`config.mk`:
```
export PLATFORM = sky130hd
export DESIGN_NAME = btn_conditioner
export DESIGN_NICKNAME = d
export VERILOG_FILES = /design/src/rtl/btn_conditioner.sv
export SDC_FILE = /design/constraint.sdc
export NUM_CORES = 1
export LEC_CHECK = 0
export ABC_AREA = 1
export CAP_MARGIN = 20
export CORE_MARGIN = 2
export CORE_UTILIZATION = 54
export DETAILED_ROUTE_END_ITERATION = 10
export GPL_TIMING_DRIVEN = 0
export HOLD_SLACK_MARGIN = 0.05
export PLACE_DENSITY = 0.84
export SLEW_MARGIN = 25
export SYNTH_ARGS = -nofsm -noshare
export SYNTH_HDL_FRONTEND = slang
export SYNTH_SLANG_ARGS = --single-unit
```
`constraint.sdc`:
```
create_clock -name clk -period 2.7 [get_ports clk]
set_clock_uncertainty 0.15 [all_clocks]
set_input_delay 0.54 -clock clk [delete_from_list [all_inputs] [get_ports clk]]
set_output_delay 0.54 -clock clk [all_outputs]
set_load 0.03 [all_outputs]
```
`src/rtl/btn_conditioner.sv`:
```
// btn_conditioner: four-channel push-button front end.
// Each raw level is synchronised, debounced and turned into clean one-cycle
// press / release / auto-repeat pulses. A chord event fires when the number
// of held buttons rises from one or fewer to two or more.
module btn_conditioner #(
    parameter int NUM_BTN       = 4,
    parameter int DB_CYCLES     = 250000,
    parameter int REPEAT_EN     = 1,
    parameter int REPEAT_DELAY  = 25000000,
    parameter int REPEAT_PERIOD = 5000000
) (
    input  logic               clk,
    input  logic               rst,
    input  logic [NUM_BTN-1:0] btn_in,
    output logic [NUM_BTN-1:0] btn_state,
    output logic [NUM_BTN-1:0] btn_pulse,
    output logic [NUM_BTN-1:0] btn_release,
    output logic               chord_pulse,
    output logic [NUM_BTN-1:0] chord_code
);

    localparam int DB_W   = $clog2(DB_CYCLES);
    localparam int RC_MAX = (REPEAT_DELAY > REPEAT_PERIOD) ? REPEAT_DELAY : REPEAT_PERIOD;
    localparam int RC_W   = $clog2(RC_MAX);
    localparam int POP_W  = $clog2(NUM_BTN + 1);

    localparam logic [DB_W-1:0]  DB_LAST     = DB_W'(DB_CYCLES - 1);
    localparam logic [RC_W-1:0]  DELAY_LAST  = RC_W'(REPEAT_DELAY - 1);
    localparam logic [RC_W-1:0]  PERIOD_LAST = RC_W'(REPEAT_PERIOD - 1);
    localparam logic [POP_W-1:0] POP_ONE     = POP_W'(1);
    localparam logic [POP_W-1:0] POP_TWO     = POP_W'(2);

    typedef enum logic [1:0] {
        ST_IDLE = 2'd0,
        ST_HOLD = 2'd1,
        ST_RPT  = 2'd2
    } rpt_state_e;

    // Number of set bits in a button vector.
    function automatic logic [POP_W-1:0] popcount(input logic [NUM_BTN-1:0] v);
        logic [POP_W-1:0] acc;
        acc = {POP_W{1'b0}};
        for (int k = 0; k < NUM_BTN; k++) begin
            acc = acc + POP_W'(v[k]);
        end
        return acc;
    endfunction

    logic [NUM_BTN-1:0] s1_q, s2_q;
    logic [NUM_BTN-1:0] state_q, state_d;
    logic [NUM_BTN-1:0] pulse_q, pulse_d;
    logic [NUM_BTN-1:0] release_q;
    logic [NUM_BTN-1:0] press_s, release_s, rpt_s;
    logic [DB_W-1:0]    db_cnt_q [NUM_BTN];
    logic [DB_W-1:0]    db_cnt_d [NUM_BTN];
    rpt_state_e         rpt_st_q [NUM_BTN];
    rpt_state_e         rpt_st_d [NUM_BTN];
    logic [RC_W-1:0]    rc_q     [NUM_BTN];
    logic [RC_W-1:0]    rc_d     [NUM_BTN];
    logic [POP_W-1:0]   pop_q, pop_d;
    logic               chord_q, chord_d;
    logic [NUM_BTN-1:0] code_q, code_d;

    // Two-stage synchroniser for the asynchronous button levels.
    always_ff @(posedge clk) begin
        if (rst) begin
            s1_q <= {NUM_BTN{1'b0}};
            s2_q <= {NUM_BTN{1'b0}};
        end else begin
            s1_q <= btn_in;
            s2_q <= s1_q;
        end
    end

    // Debounce: accept a new level only after DB_CYCLES stable samples.
    always_comb begin
        state_d   = state_q;
        press_s   = {NUM_BTN{1'b0}};
        release_s = {NUM_BTN{1'b0}};
        for (int i = 0; i < NUM_BTN; i++) begin
            db_cnt_d[i] = db_cnt_q[i];
            if (s2_q[i] == state_q[i]) begin
                db_cnt_d[i] = {DB_W{1'b0}};
            end else if (db_cnt_q[i] == DB_LAST) begin
                state_d[i]  = s2_q[i];
                db_cnt_d[i] = {DB_W{1'b0}};
                if (s2_q[i]) begin
                    press_s[i] = 1'b1;
                end else begin
                    release_s[i] = 1'b1;
                end
            end else begin
                db_cnt_d[i] = db_cnt_q[i] + DB_W'(1);
            end
        end
    end

    // Auto-repeat FSM: first repeat after REPEAT_DELAY, then every REPEAT_PERIOD.
    // An accepted release wins over a repeat landing in the same cycle.
    always_comb begin
        rpt_s = {NUM_BTN{1'b0}};
        for (int i = 0; i < NUM_BTN; i++) begin
            rpt_st_d[i] = rpt_st_q[i];
            rc_d[i]     = rc_q[i];
            case (rpt_st_q[i])
                ST_IDLE: begin
                    if ((REPEAT_EN != 0) && press_s[i]) begin
                        rpt_st_d[i] = ST_HOLD;
                        rc_d[i]     = {RC_W{1'b0}};
                    end else begin
                        rpt_st_d[i] = ST_IDLE;
                    end
                end
                ST_HOLD: begin
                    if (release_s[i]) begin
                        rpt_st_d[i] = ST_IDLE;
                        rc_d[i]     = {RC_W{1'b0}};
                    end else if (rc_q[i] == DELAY_LAST) begin
                        rpt_s[i]    = 1'b1;
                        rpt_st_d[i] = ST_RPT;
                        rc_d[i]     = {RC_W{1'b0}};
                    end else begin
                        rc_d[i] = rc_q[i] + RC_W'(1);
                    end
                end
                ST_RPT: begin
                    if (release_s[i]) begin
                        rpt_st_d[i] = ST_IDLE;
                        rc_d[i]     = {RC_W{1'b0}};
                    end else if (rc_q[i] == PERIOD_LAST) begin
                        rpt_s[i] = 1'b1;
                        rc_d[i]  = {RC_W{1'b0}};
                    end else begin
                        rc_d[i] = rc_q[i] + RC_W'(1);
                    end
                end
                default: begin
                    rpt_st_d[i] = ST_IDLE;
                    rc_d[i]     = {RC_W{1'b0}};
                end
            endcase
        end
    end

    // Output pulse merge and chord detection on the next debounced state.
    always_comb begin
        pulse_d = press_s | rpt_s;
        pop_d   = popcount(state_d);
        chord_d = (pop_q <= POP_ONE) && (pop_d >= POP_TWO);
        if (chord_d) begin
            code_d = state_d;
        end else begin
            code_d = code_q;
        end
    end

    // State and output registers.
    always_ff @(posedge clk) begin
        if (rst) begin
            state_q   <= {NUM_BTN{1'b0}};
            pulse_q   <= {NUM_BTN{1'b0}};
            release_q <= {NUM_BTN{1'b0}};
            pop_q     <= {POP_W{1'b0}};
            chord_q   <= 1'b0;
            code_q    <= {NUM_BTN{1'b0}};
            for (int i = 0; i < NUM_BTN; i++) begin
                db_cnt_q[i] <= {DB_W{1'b0}};
                rpt_st_q[i] <= ST_IDLE;
                rc_q[i]     <= {RC_W{1'b0}};
            end
        end else begin
            state_q   <= state_d;
            pulse_q   <= pulse_d;
            release_q <= release_s;
            pop_q     <= pop_d;
            chord_q   <= chord_d;
            code_q    <= code_d;
            for (int i = 0; i < NUM_BTN; i++) begin
                db_cnt_q[i] <= db_cnt_d[i];
                rpt_st_q[i] <= rpt_st_d[i];
                rc_q[i]     <= rc_d[i];
            end
        end
    end

    assign btn_state   = state_q;
    assign btn_pulse   = pulse_q;
    assign btn_release = release_q;
    assign chord_pulse = chord_q;
    assign chord_code  = code_q;

endmodule
```
Word level (Yosys, flattened, before mapping)
Memories as Yosys holds them, arrays and structs flattened. Index checks and enable logic that the tools add are counted.

Memories: 3. Word-level logic and storage cells: 185. RAM bits: 180. Output and inout port bits: 17. Register bits: 28.

Bitwise operators: 13. Muxes and demuxes: 119. $lt $le $gt $ge: 2. Equality and inequality tests: 24. Reduce and logical (&&, ||, !) cells: 5. $add $sub $neg: 11.

Memories: rc_q (words 4, width 25, read ports 4, clocked after Yosys merged registers in 0, write ports 4, RTL line 58) `logic [RC_W-1:0] rc_q [NUM_BTN];`; db_cnt_q (words 4, width 18, read ports 4, clocked after Yosys merged registers in 0, write ports 4, RTL line 54) `logic [DB_W-1:0] db_cnt_q [NUM_BTN];`; rpt_st_q (words 4, width 2, read ports 4, clocked after Yosys merged registers in 0, write ports 4, RTL line 56) `rpt_state_e rpt_st_q [NUM_BTN];`.

Operator list (number): $mux W25 (24); $pmux W25 S3 (4); $mux W18 (12); $add A25 B1 Y25 const B (4); $eq A25 B23 Y1 const B (4); $eq A25 B25 Y1 const B (4); $add A18 B1 Y18 const B (4); $eq A18 B18 Y1 const B (4); $mux W1 (55); $mux W2 (16); $pmux W2 S3 (4); $or A1 B1 Y1 (12); $eq A2 B1 Y1 const B (4); $eq A2 B2 Y1 const B (4); $logic_not A2 Y1 (4); $pmux W1 S2 (4); $eq A1 B1 Y1 (4); $or A4 B4 Y4 (1); $add A2 B1 Y3 (1); $add A3 B1 Y3 (1); $ge A3 B2 Y1 const B (1); $le A3 B1 Y1 const B (1); $add A1 B1 Y2 (1); $logic_and A1 B1 Y1 (1).

Longest topological paths before layout
Gate-level depths: netlist of run 1. An unclocked memory read counts as a cell.

Depth after elaboration: 9. Gate-level depth with buffers: 17.

Least setup slack after synthesis of run 1
Ideal clock, no wire load.

Path kind: register to register. Start: mem db_cnt_q[1][0] (netlist bit). End: reg code_q[0] (netlist: chord_code[0]). Slack: -0.320 ns. Required time: 2.434 ns. Stages on the path, launching flop included: 16. Clock period less this slack: 3.020 ns. Path buffers: 0. Setup time: 0.116 ns. Data arrival time: 2.753 ns. Cells stage by stage: dfxtp_1 -> ha_1 -> nand2_2 -> inv_2 -> nand3b_1 -> nor2_2 -> nand2_1 -> o21ai_0 -> fa_1 -> nor2_1 -> inv_1 -> ha_1 -> nor3_1 -> nand2_1 -> o211ai_1 -> inv_1.

RTL lines: start: declaration (RTL line 54); end signal: assignment (RTL line 165) `code_q <= {NUM_BTN{1'b0}};`; end signal: assignment (RTL line 177) `code_q <= code_d;`; end: declaration (RTL line 62) `logic [NUM_BTN-1:0] code_q, code_d;`.

==> results of run 1 <==
## synth_stat cells, types with 5 or more instances
library cell	count	share of area
nand2_1	476	0.15
nor2_1	292	0.090
dfxtp_1	207	0.34
inv_1	192	0.059
a21oi_1	139	0.057
nand3_1	125	0.052
xor2_1	51	0.037
nor3_1	38	0.016
nor2_2	35	0.018
o21ai_0	32	0.013
nand4_1	31	0.016
xnor2_1	26	0.019
buf_2	22	0.0091
ha_1	22	0.023
clkbuf_1	12	0.0037
buf_6	11	0.010
a21oi_2	10	0.0072
nand2_2	10	0.0052
nand3_2	9	0.0074
nand2_4	8	0.0074
nor3_2	7	0.0058
and2_1	6	0.0031
o21a_1	6	0.0037
inv_2	5	0.0015
nand3b_1	5	0.0031
nand4_2	5	0.0052
or2_2	5	0.0026
## power groups by stage
stage / clock [uW] / combinational (uW) / sequential (uW)
finish: 3450 / 88.2 / 3070
global route: 3620 / 98.1 / 3070
CTS: 3500 / 88.3 / 3070
detailed placement: 0 / 86.7 / 3130
global placement: 0 / 85.2 / 3130
floorplan: 0 / 50.6 / 3130
## cell families after synthesis
| logic type | count (synthesis) |
|---|---|
| compound gates | 209 |
| xor+xnor | 77 |
| fa+ha+maj | 23 |
| buf+inv | 248 |
| flops | 207 |
| simple gates | 1070 |
## worst max-delay path: stages (launching register included)
cell and delay [ns]:
dfxtp_1 0.40, ha_4 0.18, nand3_2 0.11, nor2_4 0.13, nand3_2 0.12, o21ai_2 0.17
inv_2 0.09, fa_1 0.49, nor2_2 0.13, inv_2 0.07, ha_4 0.17, nor3_4 0.26
o21ai_0 0.21, a21oi_1 0.21
## worst min-delay path by stage
stage	depth (start not counted)	slack (ns)	end
global placement	2	0.25	s2_q[3]$_SDFF_PP0_
floorplan	2	0.24	s2_q[0]$_SDFF_PP0_
detailed placement	2	0.25	s2_q[3]$_SDFF_PP0_
finish	2	0.26	s2_q[3]$_SDFF_PP0_
global route	2	0.28	s2_q[3]$_SDFF_PP0_
CTS	2	0.26	s2_q[3]$_SDFF_PP0_
## repair_timing
| action | in CTS | in global routing |
|---|---|---|
| resized for setup | 15 | 15 |
| pin swaps | 9 | 9 |
| endpoints found under the hold margin | 0 | 0 |
| setup buffers | 10 | 4 |
| setup endpoints to repair | 6 | 5 |
## metrics by stage
stage / power (uW) / area (sq um) / util / hold WS, ns
2_1_floorplan: 3180 / 12100 / - / 0.238
5_1_grt: 6790 / 13800 / 0.628 / 0.284
3_3_place_gp: 3220 / 12700 / 0.579 / 0.248
4_1_cts: 6660 / 13700 / 0.624 / 0.259
3_5_place_dp: 3220 / 12700 / 0.579 / 0.251
6_report: 6600 / 13800 / 0.628 / 0.259
## area by class of cell
class                           count  area, sq um
Sequential cell                   207         4150
Clock inverter                      9          149
Multi-Input combinational cell   1379         7060
Fill cell                        1958         8170
Tap cell                          280          350
Inverter                          200          762
Clock buffer                       33          696
Buffer                             48          295
Timing Repair Buffer               36          329
## routing by layer
layer  vias up  GRT usage  wire length [um]
met2       286      0.419             13700
li1       5962          -                 -
met4         0     0.0912              1050
met1      5314      0.311             13100
met3        72     0.0307              1390
met5         -          0                 0
==> key figures, run 1 <==
Detailed routing
  • TritonRoute pass-1 iters: 5
  • Vias/cell: 5.31
  • Iteration-0 DRC Markers: 884
  • Via count: ~12000
  • DRC errors left: 0
  • Post-detailed-route count of antenna-violating nets: 0
  • Routed len/inst: 13.4 um
  • Drt total wl: 29300 um

Setup path
  • CP Launch Type: register
  • CP endpoint: chord_code[1]$_SDFFE_PP0P_
  • Reg-to-Reg Start: db_cnt_q[3][1]$_SDFF_PP0_
  • R2R depth: 13
  • Worst R2R End: chord_code[1]$_SDFFE_PP0P_
  • Critical Path AT: 3.24 ns
  • Crit path max fanout: 5
  • Reg2reg setup slack: -0.26 ns
  • Critical path endpoint category: register
  • Crit Path Category: register to register
  • Critical Path RT: around 3.0 ns
  • Critical path origin: db_cnt_q[3][1]$_SDFF_PP0_

Global route
  • Largest net degree at the start of global routing: 13
  • Vias in the first global route: between 10000 and 15000
  • Initial antenna violation count: 0
  • Global-route wire length before repair: ~49000 um
  • GRT Total Usage: 0.242
  • GR Overflow Total: 0

Timing
  • Fmax: 338 MHz
  • Unrepaired setup endpoints after global routing: yes
  • Crit share post-route: 1.10
  • Total negative slack: -0.775 ns
  • Fin. max-slew vios: 0
  • Final setup viols: 4
  • Worst-margin pin slew: 0.687 ns
  • Rel. slew slack: 0.542
  • Final Hold Viols: 0
  • Crit path time final: 2.96 ns
  • Final WS setup: -0.261 ns

Placement
  • Place WS: -0.393 ns
  • Port Buffer Count: 22
  • Post-DP HPWL: about 21000 um
  • Placed cell count: between 2000 and 2500
  • Routability cong.: 0.968

Clock network
  • Total CTS buffers: 25
  • CTS root buffer: clkbuf_16
  • Worst-path clk slew: 0.06 ns
  • Worst-case clock buffer depth: 3
  • CTS tree: done
  • Clk Latency, worst-skew pair: 0.52 ns
  • Num Clock Sinks: 207
  • H-tree depth: 1
  • Hold_buf cts: 0

Synthesis
  • Post-synthesis adder-cell area fraction: 0.0244
  • Post-synth EDFFs: 0
  • Mux contribution to synthesized area: 0
  • Synth Net Count: roughly 1900
  • Mapped cell area: 12100 sq um
  • Top FF cell, synth: dfxtp_1
  • Synth Area in Simple Gates: 0.395
  • Post-Synth XOR/XNOR Area: 0.0557
  • Sequential area share after synthesis: 0.342
  • Mapped Cells: 1834
  • Synth Warn #: 0
  • Synthesized area per cell: 6.61 sq um
  • Synth Register Bits: around 210
  • Netlist cell types: 52
  • Post-synthesis compound-gate area fraction: 0.0961
  • Largest family of logic cells by synthesized area: simple AND/OR/NAND/NOR gates
  • FFs w/ async S/R, synth: 0

Layout
  • N_diodes: 0
  • Reg with most FFs: rc_q
  • Commonest non-fill, non-tap cell in the layout: nand2_1
  • Registers with the most flip-flops: rc_q (100), db_cnt_q (72), rpt_st_q (8)
  • Largest register FFs: 100
  • Non-filler instance count after layout: between 2000 and 2500
  • Share of layout cells above drive strength 1: 0.115
  • Nets: just under 2000
  • Area delta synth->final: 13.8%
  • Most frequent cells in the layout: 473 x nand2_1, 290 x nor2_1, 203 x dfxtp_1

Floorplan
  • Initial Utilization: 0.552
  • DIE AREA: roughly 24000 sq um
  • Die Y-Extent: 154 um
  • Die width: roughly 150 um
  • I/O Pins: 23
  • Core box area: ~22000 sq um
  • Row cnt: 54

Pwr
  • P_leak: 0.00490 uW
  • Pwr dens: 479 nW/um^2
  • Sw Share: 0.204
  • Peak VDD IR: 0.000525 V
  • Clock network fraction of design power: 0.522
  • Logic pwr share: 0.013
  • Internal Power: 5260 uW
  • Sequential power share: 0.465
  • Switching pwr: 1350 uW

Job
  • Max cap viols: 0

Outcome
  • Outcome: complete, but fails checks
  • Failing checks: negative setup slack

Min path
  • HP Start: s1_q[3]$_SDFF_PP0_
  • Min-Delay Path Class: register to register
Note: power is estimated with default switching activity, not from simulation.
==> run 2, diff against run 1 <==
--- a/config.mk
+++ b/config.mk
@@ -11,7 +11,7 @@
 export CORE_UTILIZATION = 54
 export DETAILED_ROUTE_END_ITERATION = 10
 export GPL_TIMING_DRIVEN = 0
-export HOLD_SLACK_MARGIN = 0.05
+export HOLD_SLACK_MARGIN = 0.03
 export PLACE_DENSITY = 0.84
 export SLEW_MARGIN = 25
 export SYNTH_ARGS = -nofsm -noshare
==> results of run 2 <==
The final DEF is identical to that of run 1; final timing and power are the same.
==> run 3, diff against run 2 <==
--- a/config.mk
+++ b/config.mk
@@ -12,7 +12,7 @@
 export DETAILED_ROUTE_END_ITERATION = 10
 export GPL_TIMING_DRIVEN = 0
 export HOLD_SLACK_MARGIN = 0.03
-export PLACE_DENSITY = 0.84
+export PLACE_DENSITY = 0.82
 export SLEW_MARGIN = 25
 export SYNTH_ARGS = -nofsm -noshare
 export SYNTH_HDL_FRONTEND = slang
==> constraint.sdc (replaced) <==
create_clock -name clk -period 3.2 [get_ports clk]
set_clock_uncertainty 0.15 [all_clocks]
set_input_delay 0.64 -clock clk [delete_from_list [all_inputs] [get_ports clk]]
set_output_delay 0.64 -clock clk [all_outputs]
set_load 0.03 [all_outputs]
==> run 3 against run 2 <==
The run now ends clean. Sequential power down 16%. Combinational power down 17%. Via count down 0.99%. Hold slack worse by 0.0013 ns. Clock power down 26%. Worst setup slack better by 0.47 ns. Critical endpoint is now chord_code[3]$_SDFFE_PP0P_. Design area down 2.1%. Critical path depth up 4. Utilization down 1.3 points. Largest cell class unchanged.
==> key figures, run 3 (synthesis results as in run 1) <==
Layout
  • Reg with most FFs: rc_q
  • Fillers: 1990
  • Sequential cell area: 4150 sq um
  • Area delta synth->final: 11.4%
  • Registers with the most flip-flops: rc_q (100), db_cnt_q (72), rpt_st_q (8)
  • Post-layout instance area: 13500 sq um
  • N_diodes: 0
  • Most frequent cells in the layout: 475 x nand2_1, 291 x nor2_1, 206 x dfxtp_1
  • Final core occ: 0.615
  • Area of the multi-input gates: 6980 sq um
  • Commonest non-fill, non-tap cell in the layout: nand2_1
  • Share of layout cells above drive strength 1: 0.102
  • Nets: 1913
  • Largest register FFs: 100

Clock network
  • CTS root buffer: clkbuf_16
  • Total CTS buffers: 23
  • H-tree depth: 1
  • Hold_buf cts: 0
  • Clk Latency, worst-skew pair: 0.51 ns
  • Worst-path clk slew: 0.06 ns
  • Worst-case clock buffer depth: 3
  • Num Clock Sinks: roughly 210
  • CTS tree: done

Floorplan
  • Initial Utilization: 0.552
  • Row cnt: 54
  • Die width: 154 um
  • Core box area: about 22000 sq um
  • I/O Pins: 23
  • DIE AREA: 23700 sq um
  • Die Y-Extent: 154 um

Detailed routing
  • TritonRoute pass-1 iters: 5
  • Via count: 11519
  • Post-detailed-route count of antenna-violating nets: 0
  • Drt total wl: 28400 um
  • Routed len/inst: 13.1 um
  • DRC errors left: 0
  • Iteration-0 DRC Markers: 999
  • Vias/cell: ~5.3

Min path
  • Min-Delay Path Class: register to register
  • Hold depth: 2

Timing
  • Hold WS: 0.258 ns
  • Rel. slew slack: 0.482
  • Crit path time final: about 3 ns
  • Crit share post-route: 0.935
  • Final WS setup: around 0.21 ns
  • Worst-margin pin slew: 0.769 ns
  • Fin. max-slew vios: 0
  • Fmax: ~330 MHz
  • Final setup viols: 0
  • Final Hold Viols: 0

Job
  • Max cap viols: 0

Setup path
  • R2R depth: 17
  • Reg2reg setup slack: 0.21 ns
  • Crit Path Category: register to register
  • Critical path origin: db_cnt_q[1][0]$_SDFF_PP0_
  • Worst R2R End: chord_code[3]$_SDFFE_PP0P_
  • Critical path endpoint category: register
  • Crit path max fanout: 8
  • Critical Path RT: between 3 and 4 ns
  • CP endpoint: chord_code[3]$_SDFFE_PP0P_
  • CP Launch Type: register
  • Critical Path AT: 3.24 ns
  • Reg-to-Reg Start: db_cnt_q[1][0]$_SDFF_PP0_

Global route
  • GR Overflow Total: 0
  • GRT Total Usage: 0.241
  • Vias in the first global route: 10776
  • Global-route wire length before repair: 49100 um
  • Largest net degree at the start of global routing: 13
  • Initial antenna violation count: 0

Pwr
  • Peak VDD IR: between 0.0004 and 0.0005 V
  • P_leak: 0.00476 uW
  • Pwr dens: slightly below 400 nW/um^2

Outcome
  • Outcome: completed

Placement
  • Place WS: -0.625 ns
  • Port Buffer Count: 22
  • Placed Area: 12700 sq um
  • Routability cong.: 0.938
  • Post-DP HPWL: between 20000 and 25000 um
run 3: cell count changes in the layout (fill, tap and decap cells not counted), sizes merged:
| cell | previous run | this run |
|---|---|---|
| bufinv | 4 | 1 |
| clkinv | 8 | 6 |
| clkinvlp | 0 | 1 |
| buf | 49 | 38 |
run 3: cell type report:
type,count,share of cell area
plain buffers,48,0.0219
well taps,280,0.0260
repair buffers,25,0.0189
clock buffers,33,0.0491
flip-flops and latches,207,0.307
multi-input cells,1379,0.517
clock inverters,5,0.00389
inverters,200,0.0563
run 3: how the worst min path moves through the flow:
stage                       start                  to  slack [ns]
2_1_floorplan  s1_q[0]$_SDFF_PP0_  s2_q[0]$_SDFF_PP0_        0.24
3_3_place_gp   s1_q[3]$_SDFF_PP0_  s2_q[3]$_SDFF_PP0_        0.25
3_5_place_dp   s1_q[3]$_SDFF_PP0_  s2_q[3]$_SDFF_PP0_        0.24
4_1_cts        s1_q[3]$_SDFF_PP0_  s2_q[3]$_SDFF_PP0_        0.25
5_1_grt        s1_q[3]$_SDFF_PP0_  s2_q[3]$_SDFF_PP0_        0.27
6_report       s1_q[3]$_SDFF_PP0_  s2_q[3]$_SDFF_PP0_        0.26
run 3: report_power, final:
group          leakage [uW]  internal (uW)  total [uW]  switching, uW
clock              0.000351           1510        2540           1040
sequential          0.00167           2580        2590           3.97
combinational       0.00274           17.2        73.2           56.0
total               0.00476           4110        5200           1100
run 3: metrics by stage:
| stage | cells | setup TNS [ns] | power, uW |
|---|---|---|---|
| finish | 2177 | 0 | 5200 |
| global route | 2177 | -0.00515 | 5350 |
| detailed placement | 2136 | -2.54 | 2720 |
| global placement | 2136 | -2.27 | 2710 |
| CTS | 2174 | 0 | 5250 |
| floorplan | 1834 | 0 | 2690 |
run 3: routing by layer:
layer	vias up	GRT usage	routed length, um
met2	269	0.416	13400
met3	56	0.0299	1300
met5	-	0	0
li1	5949	-	-
met4	0	0.0712	734
met1	5245	0.318	13000
run 3: worst max-delay path: stages, from the launching register on:
cell and delay (ns):
dfxtp_2 0.34, ha_2 0.20, nand2_2 0.08, inv_2 0.06
nand3b_1 0.10, nor2_2 0.16, nand2_2 0.11, nand2_1 0.13
o21ai_4 0.09, fa_1 0.45, nor2_2 0.16, inv_1 0.06
ha_1 0.23, nor3_4 0.21, buf_12 0.14, nand2_1 0.05
o211ai_1 0.08, inv_1 0.06
run 3: what timing repair did:
action	CTS	global route
gates cloned	0	0
setup endpoints to repair	5	5
endpoints found under the hold margin	0	0
setup buffers	0	3
gates resized for setup	5	15
pin swaps	0	3
